<file path="src/rtl/arb_pkg.sv">
// Shared types and constants for the unified memory arbiter: FSM encoding,
// the abort return word and the timeout counter width.
package arb_pkg;

  typedef enum logic [1:0] {
    IDLE    = 2'd0,
    SERVE_I = 2'd1,
    SERVE_D = 2'd2,
    DONE    = 2'd3
  } arb_state_e;

  localparam logic [31:0] ARB_ERR_DATA = 32'hDEAD_BEEF;
  localparam int          ARB_TMR_W    = 8;

endpackage

</file>
<file path="src/rtl/arb_wait_timer.sv">
// Wait counter with clear/enable; o_expire flags the TIMEOUT-th enabled
// cycle so the caller can abort on that same edge.
module arb_wait_timer
  import arb_pkg::*;
#(
  parameter int TIMEOUT = 255
) (
  input  logic clk,
  input  logic rst_n,
  input  logic i_clr,
  input  logic i_en,
  output logic o_expire
);

  logic [ARB_TMR_W-1:0] r_cnt;

  assign o_expire = i_en & (r_cnt == ARB_TMR_W'(TIMEOUT - 1));

  always_ff @(posedge clk or negedge rst_n) begin
    if (!rst_n)                 r_cnt <= '0;
    else if (i_clr || o_expire) r_cnt <= '0;
    else if (i_en)              r_cnt <= r_cnt + ARB_TMR_W'(1);
  end

endmodule

</file>
<file path="src/rtl/unified_mem_arbiter.sv">
// Serialises instruction-fetch and data accesses onto one variable-latency
// memory port, with a fetch starvation guard and a bus timeout.
module unified_mem_arbiter
  import arb_pkg::*;
#(
  parameter int ADDR_W       = 32,
  parameter int DATA_W       = 32,
  parameter int STARVE_LIMIT = 4,
  parameter int TIMEOUT      = 255
) (
  input  logic              clk,
  input  logic              rst_n,
  input  logic              inst_ren,
  input  logic [ADDR_W-1:0] inst_addr,
  output logic [DATA_W-1:0] inst_data,
  output logic              inst_ack,
  input  logic              mem_ren,
  input  logic              mem_wen,
  input  logic [ADDR_W-1:0] mem_addr,
  input  logic [DATA_W-1:0] mem_dout,
  output logic [DATA_W-1:0] mem_din,
  output logic              mem_ack,
  output logic              bus_cs,
  output logic              bus_we,
  output logic [ADDR_W-1:0] bus_addr,
  output logic [DATA_W-1:0] bus_wdata,
  input  logic [DATA_W-1:0] bus_rdata,
  input  logic              bus_ack,
  output logic              stall,
  output logic              bus_err
);

  localparam int SW = $clog2(STARVE_LIMIT + 1);

  arb_state_e    r_state;
  logic [SW-1:0] r_starve;
  logic          w_ireq, w_dreq, w_grant_i, w_grant_d;
  logic          w_serve, w_expire, w_done;

  // A requester whose ack is showing this cycle is already satisfied.
  assign w_ireq    = inst_ren & ~inst_ack;
  assign w_dreq    = (mem_ren | mem_wen) & ~mem_ack;
  assign w_grant_i = w_ireq & (~w_dreq | (r_starve == SW'(STARVE_LIMIT)));
  assign w_grant_d = w_dreq & ~w_grant_i;
  assign w_serve   = (r_state == SERVE_I) || (r_state == SERVE_D);
  assign w_done    = w_serve & (bus_ack | w_expire);
  assign stall     = w_ireq | w_dreq;

  arb_wait_timer #(.TIMEOUT(TIMEOUT)) u_timer (
    .clk     (clk),
    .rst_n   (rst_n),
    .i_clr   (~w_serve | bus_ack),
    .i_en    (w_serve & ~bus_ack),
    .o_expire(w_expire)
  );

  always_ff @(posedge clk or negedge rst_n) begin
    if (!rst_n) begin
      r_state   <= IDLE;
      r_starve  <= '0;
      inst_data <= '0;
      inst_ack  <= 1'b0;
      mem_din   <= '0;
      mem_ack   <= 1'b0;
      bus_cs    <= 1'b0;
      bus_we    <= 1'b0;
      bus_addr  <= '0;
      bus_wdata <= '0;
      bus_err   <= 1'b0;
    end else begin
      inst_ack <= 1'b0;
      mem_ack  <= 1'b0;
      bus_err  <= 1'b0;
      case (r_state)
        IDLE: begin
          if (w_grant_i) begin
            bus_cs   <= 1'b1;
            bus_we   <= 1'b0;
            bus_addr <= inst_addr;
            r_starve <= '0;
            r_state  <= SERVE_I;
          end else if (w_grant_d) begin
            bus_cs    <= 1'b1;
            bus_we    <= mem_wen;
            bus_addr  <= mem_addr;
            bus_wdata <= mem_dout;
            if (!w_ireq)                           r_starve <= '0;
            else if (r_starve != SW'(STARVE_LIMIT)) r_starve <= r_starve + SW'(1);
            r_state   <= SERVE_D;
          end
        end
        SERVE_I, SERVE_D: begin
          if (w_done) begin
            // A real bus_ack on the expiry edge still wins over the abort.
            bus_cs  <= 1'b0;
            bus_err <= ~bus_ack;
            if (r_state == SERVE_I) begin
              inst_ack  <= 1'b1;
              inst_data <= bus_ack ? bus_rdata : DATA_W'(ARB_ERR_DATA);
            end else begin
              mem_ack <= 1'b1;
              mem_din <= bus_ack ? bus_rdata : DATA_W'(ARB_ERR_DATA);
            end
            r_state <= DONE;
          end
        end
        default: r_state <= IDLE;
      endcase
    end
  end

endmodule

</file>
<file path="config.mk">
export PLATFORM = sky130hd
export DESIGN_NAME = unified_mem_arbiter
export DESIGN_NICKNAME = d
export VERILOG_FILES = /design/src/rtl/arb_pkg.sv /design/src/rtl/arb_wait_timer.sv /design/src/rtl/unified_mem_arbiter.sv
export SDC_FILE = /design/constraint.sdc
export NUM_CORES = 1
export LEC_CHECK = 0
export ABC_AREA = 1
export CAP_MARGIN = 20
export CORE_ASPECT_RATIO = 1.5
export CORE_MARGIN = 4
export CORE_UTILIZATION = 55
export CTS_CLUSTER_DIAMETER = 80
export DETAILED_ROUTE_END_ITERATION = 10
export DONT_BUFFER_PORTS = 1
export GPL_TIMING_DRIVEN = 0
export PLACE_DENSITY_LB_ADDON = 0.15
export RECOVER_POWER = 50
export SLEW_MARGIN = 20
export SYNTH_ARGS = -nofsm -noshare
export SYNTH_HDL_FRONTEND = slang
export SYNTH_SLANG_ARGS = --single-unit
</file>
<file path="constraint.sdc">
create_clock -name clk -period 1.85 [get_ports clk]
set_input_delay 0.37 -clock clk [delete_from_list [all_inputs] [get_ports clk]]
set_output_delay 0.37 -clock clk [all_outputs]
set_load 0.02 [all_outputs]
</file>
==> results.yml <==
floorplanning:
  io_pins: 268
  dieArea_sq_um: 13600
  start_util_pct: 56.3
  dieHeight_microns: 141
  core_area_sq_um: 11500
  rows: 48
  die-width_microns: 96.7
synth:
  synthCells: 738
  ys_ff_latch: 146
  yosysSeqAreaShare_pct: 56.3
  synth_area_leader_cell: "dfrtp_1"
  synth.top_cells.by_area: "dfrtp_1 56%, nand2_1 15%, o21ai_2 5.7%"
  syn_avg_cell_area_sq_um: 8.79
  netlist.area_leader.share_pct: 56.3
  synth_warnings: 0
  synth_nets: 879
  post_synth_num_cell_types: 25
  synth.cell_area_sq_um: 6490
worst_setup_path:
  cp_num_buf_inv: 1
  path_class: "register to output port"
  cp-start-kind: "register"
  crit_chain: "inv_1, nand2_2, nand2_1"
  ff2ff_setup_slack_ns: 0.13
  max_stage_delay_ns: 0.49
  cp-end-kind: "output port"
  path_max_fanout: 4
  r2r_cells: 7
  worst_ep_required_time_ns: 1.48
  cp.arrival_ns: 1.39
  critPathTopFamily: "flip-flops"
  rr_endpoint: "bus_addr[14]$_DFFE_PN0P_"
  worst_path_max_delay_cell: "dfrtp_1"
  r2r_start: "mem_ack$_DFF_PN0_"
flow_run:
  cap_viol_max_count: 0
routing:
  ant_nets: 0
  routed_wl_mm: 16.5
  drc: 0
  wl_per_cell_microns: 17.9
  first_iter_violations: 207
  vias_per_cell: 5.36
  drt-pass1-iter-count: 4
  vias: 4942
timing:
  finalHoldViolations: 146
  setup_violations: 0
  fin_tns_setup_ns: 0
  slew_viol_final: 0
  clock_skew_ns: 0.00887
  period_needed_ns: 1.76
  worst_slew_pin_slew_ns: 0.520
  whs_ns: -0.353
  timing.fmax_mhz: 569
  relSlewSlack_pct: 65.3
  period_share_pct: 95.1
  rsz0062_at_grt: "no"
clock_tree:
  htreeDepth: 4
  cts_tree: "done"
  root_buffer: "clkbuf_16"
  clock_latency_ns: 0.41
  clk_pin_slew_ns: 0.06
  numClockSinks: 146
  numCtsBuffers: 17
  cts_buffer_depth: 2
final_layout:
  n_antenna_cell: 0
  mostFrequentLayoutCells: "260 x nand2_1, 146 x dfrtp_1, 67 x nor2_1"
  num-fill-cells: 1015
  finalNonFillerCells: 922
  drive_above_1_share_pct: 15.8
  layout.nets: 900
  final_common_cell: "nand2_1"
  area_growth_pct: 12.1
  post-route-util_pct: 63.1
global_route:
  antenna_found_initial: 0
  grt_overflow: 0
  grt_pass1_wl_mm: 26.4
  grt_pass1_vias: 5151
  grt_start_max_net_pins: 147
  globalRouteTotalUtil_pct: 24.2
place:
  io_buffers: 0
  dp.cells: 888
  gp_congestion: 0.891
  place_hpwl_mm: 12.3
pwr:
  power.internal_uw: 8260
  clock_power_share_pct: 21.8
  combPwrFrac_pct: 28.1
  vdd_ir_drop_max_mv: 1.08
  p_leak_uw: 0.00374
  sw_frac_of_total_pct: 45.5
  power_density_nw_per_um2: 2080
  seqPwrFrac_pct: 50.1
  p_switching_uw: 6890
outcome:
  violations: "hold timing"
  status: "finished, violations left"
worst_hold_path:
  hold_class: "input port to asynchronous set/reset pin"
metrics by stage:
stage / hold slack [ns] / setup slack [ns] / power [uW] / cell area [sq um]
3_5_place_dp: 0.0776 / -0.00770 / 11900 / 6680
5_1_grt: -0.378 / 0.0143 / 16200 / 7280
6_report: -0.353 / 0.0916 / 15200 / 7280
2_1_floorplan: 0.0744 / 0.358 / 10600 / 6490
4_1_cts: -0.368 / 0.0672 / 15300 / 7260
3_3_place_gp: 0.0778 / 0.00776 / 11600 / 6680
timing repair:
item	CTS	global route
gates cloned	0	0
gates resized for setup	1	12
pin swaps	0	2
buffers inserted	0	2
endpoints found under the setup margin	15	53
endpoints found under the hold margin	146	146
sequential cells by signal, summed over array words and instances (netlist names):
register / count
bus_addr: 32
bus_cs: 1
bus_err: 1
bus_wdata: 32
bus_we: 1
inst_ack: 1
inst_data: 32
mem_ack: 1
mem_din: 32
r_starve: 3
r_state: 2
u_timer.r_cnt: 8
area by class of cell:
type                            instances  area (sq um)  share of cell area, %
Tap cell                              150           188                   2.58
Clock inverter                         10           101                   1.39
Inverter                               53           199                   2.73
Multi-Input combinational cell        499          2370                   32.6
Buffer                                 40           277                   3.80
Sequential cell                       146          3650                   50.2
Timing Repair Buffer                    2          15.0                  0.206
Clock buffer                           22           474                   6.52
metal layers:
metal / vias to the layer above / routed length, microns / GRT usage (%) / share of wire, %
met2: 233 / 8640 / 42.7 / 52
met5: - / 0 / 0 / 0
met1: 2305 / 5750 / 25.7 / 35
met4: 0 / 478 / 9.99 / 2.9
li1: 2366 / - / - / -
met3: 38 / 1610 / 9.50 / 9.8
worst max-delay path by stage:
stage,startpoint,to,cells past startpoint
floorplan,u_timer.r_cnt[0]$_DFFE_PN0P_,inst_data[15]$_DFFE_PN0P_,11
detailed placement,inst_ack$_DFF_PN0_,bus_wdata[11]$_DFFE_PN0P_,8
CTS,mem_ack$_DFF_PN0_,bus_addr[14]$_DFFE_PN0P_,7
finish,mem_ack$_DFF_PN0_,stall,3
global route,r_state[1]$_DFFE_PN0P_,u_timer.r_cnt[3]$_DFFE_PN0P_,7
global placement,inst_ack$_DFF_PN0_,bus_wdata[14]$_DFFE_PN0P_,8
cell usage after synthesis:
cell type / instances
nor3b_1: 2
nor2_1: 67
xnor2_1: 1
xor2_1: 1
nand3_2: 2
buf_6: 13
buf_4: 1
a21oi_4: 2
ha_1: 7
inv_2: 2
inv_1: 51
nor3_1: 3
nand3_1: 42
dfrtp_1: 146
buf_2: 14
clkbuf_1: 12
nor2_4: 1
nand2_1: 261
nand2_2: 4
o21ai_2: 42
nand2_4: 2
nand4_1: 2
o21ai_1: 50
a21oi_1: 3
o21ai_0: 7
cells by family after synthesis:
family | after synthesis | synth area share, %
buffers and inverters | 93 | 7.21
AND/OR/NAND/NOR | 386 | 24.1
XOR/XNOR | 2 | 0.270
AO/OA/AOI/OAI | 104 | 10.8
adder cells (fa/ha/maj) | 7 | 1.35
flip-flops | 146 | 56.3
power groups by stage:
stage	clock, uW	sequential [uW]	combinational, uW
6_report	3300	7600	4260
5_1_grt	3520	7760	4910
4_1_cts	3370	7620	4260
3_5_place_dp	0	7650	4250
3_3_place_gp	0	7620	4010
2_1_floorplan	0	7190	3400
worst reg2reg max path: cells and delay by family, from the launching register on:
family / cells / cell delay [ns]
flip-flops: 1 / 0.47
buffers and inverters: 3 / 0.52
AND/OR/NAND/NOR: 2 / 0.22
AO/OA/AOI/OAI: 2 / 0.38
Note: power is estimated with default switching activity, not from simulation.
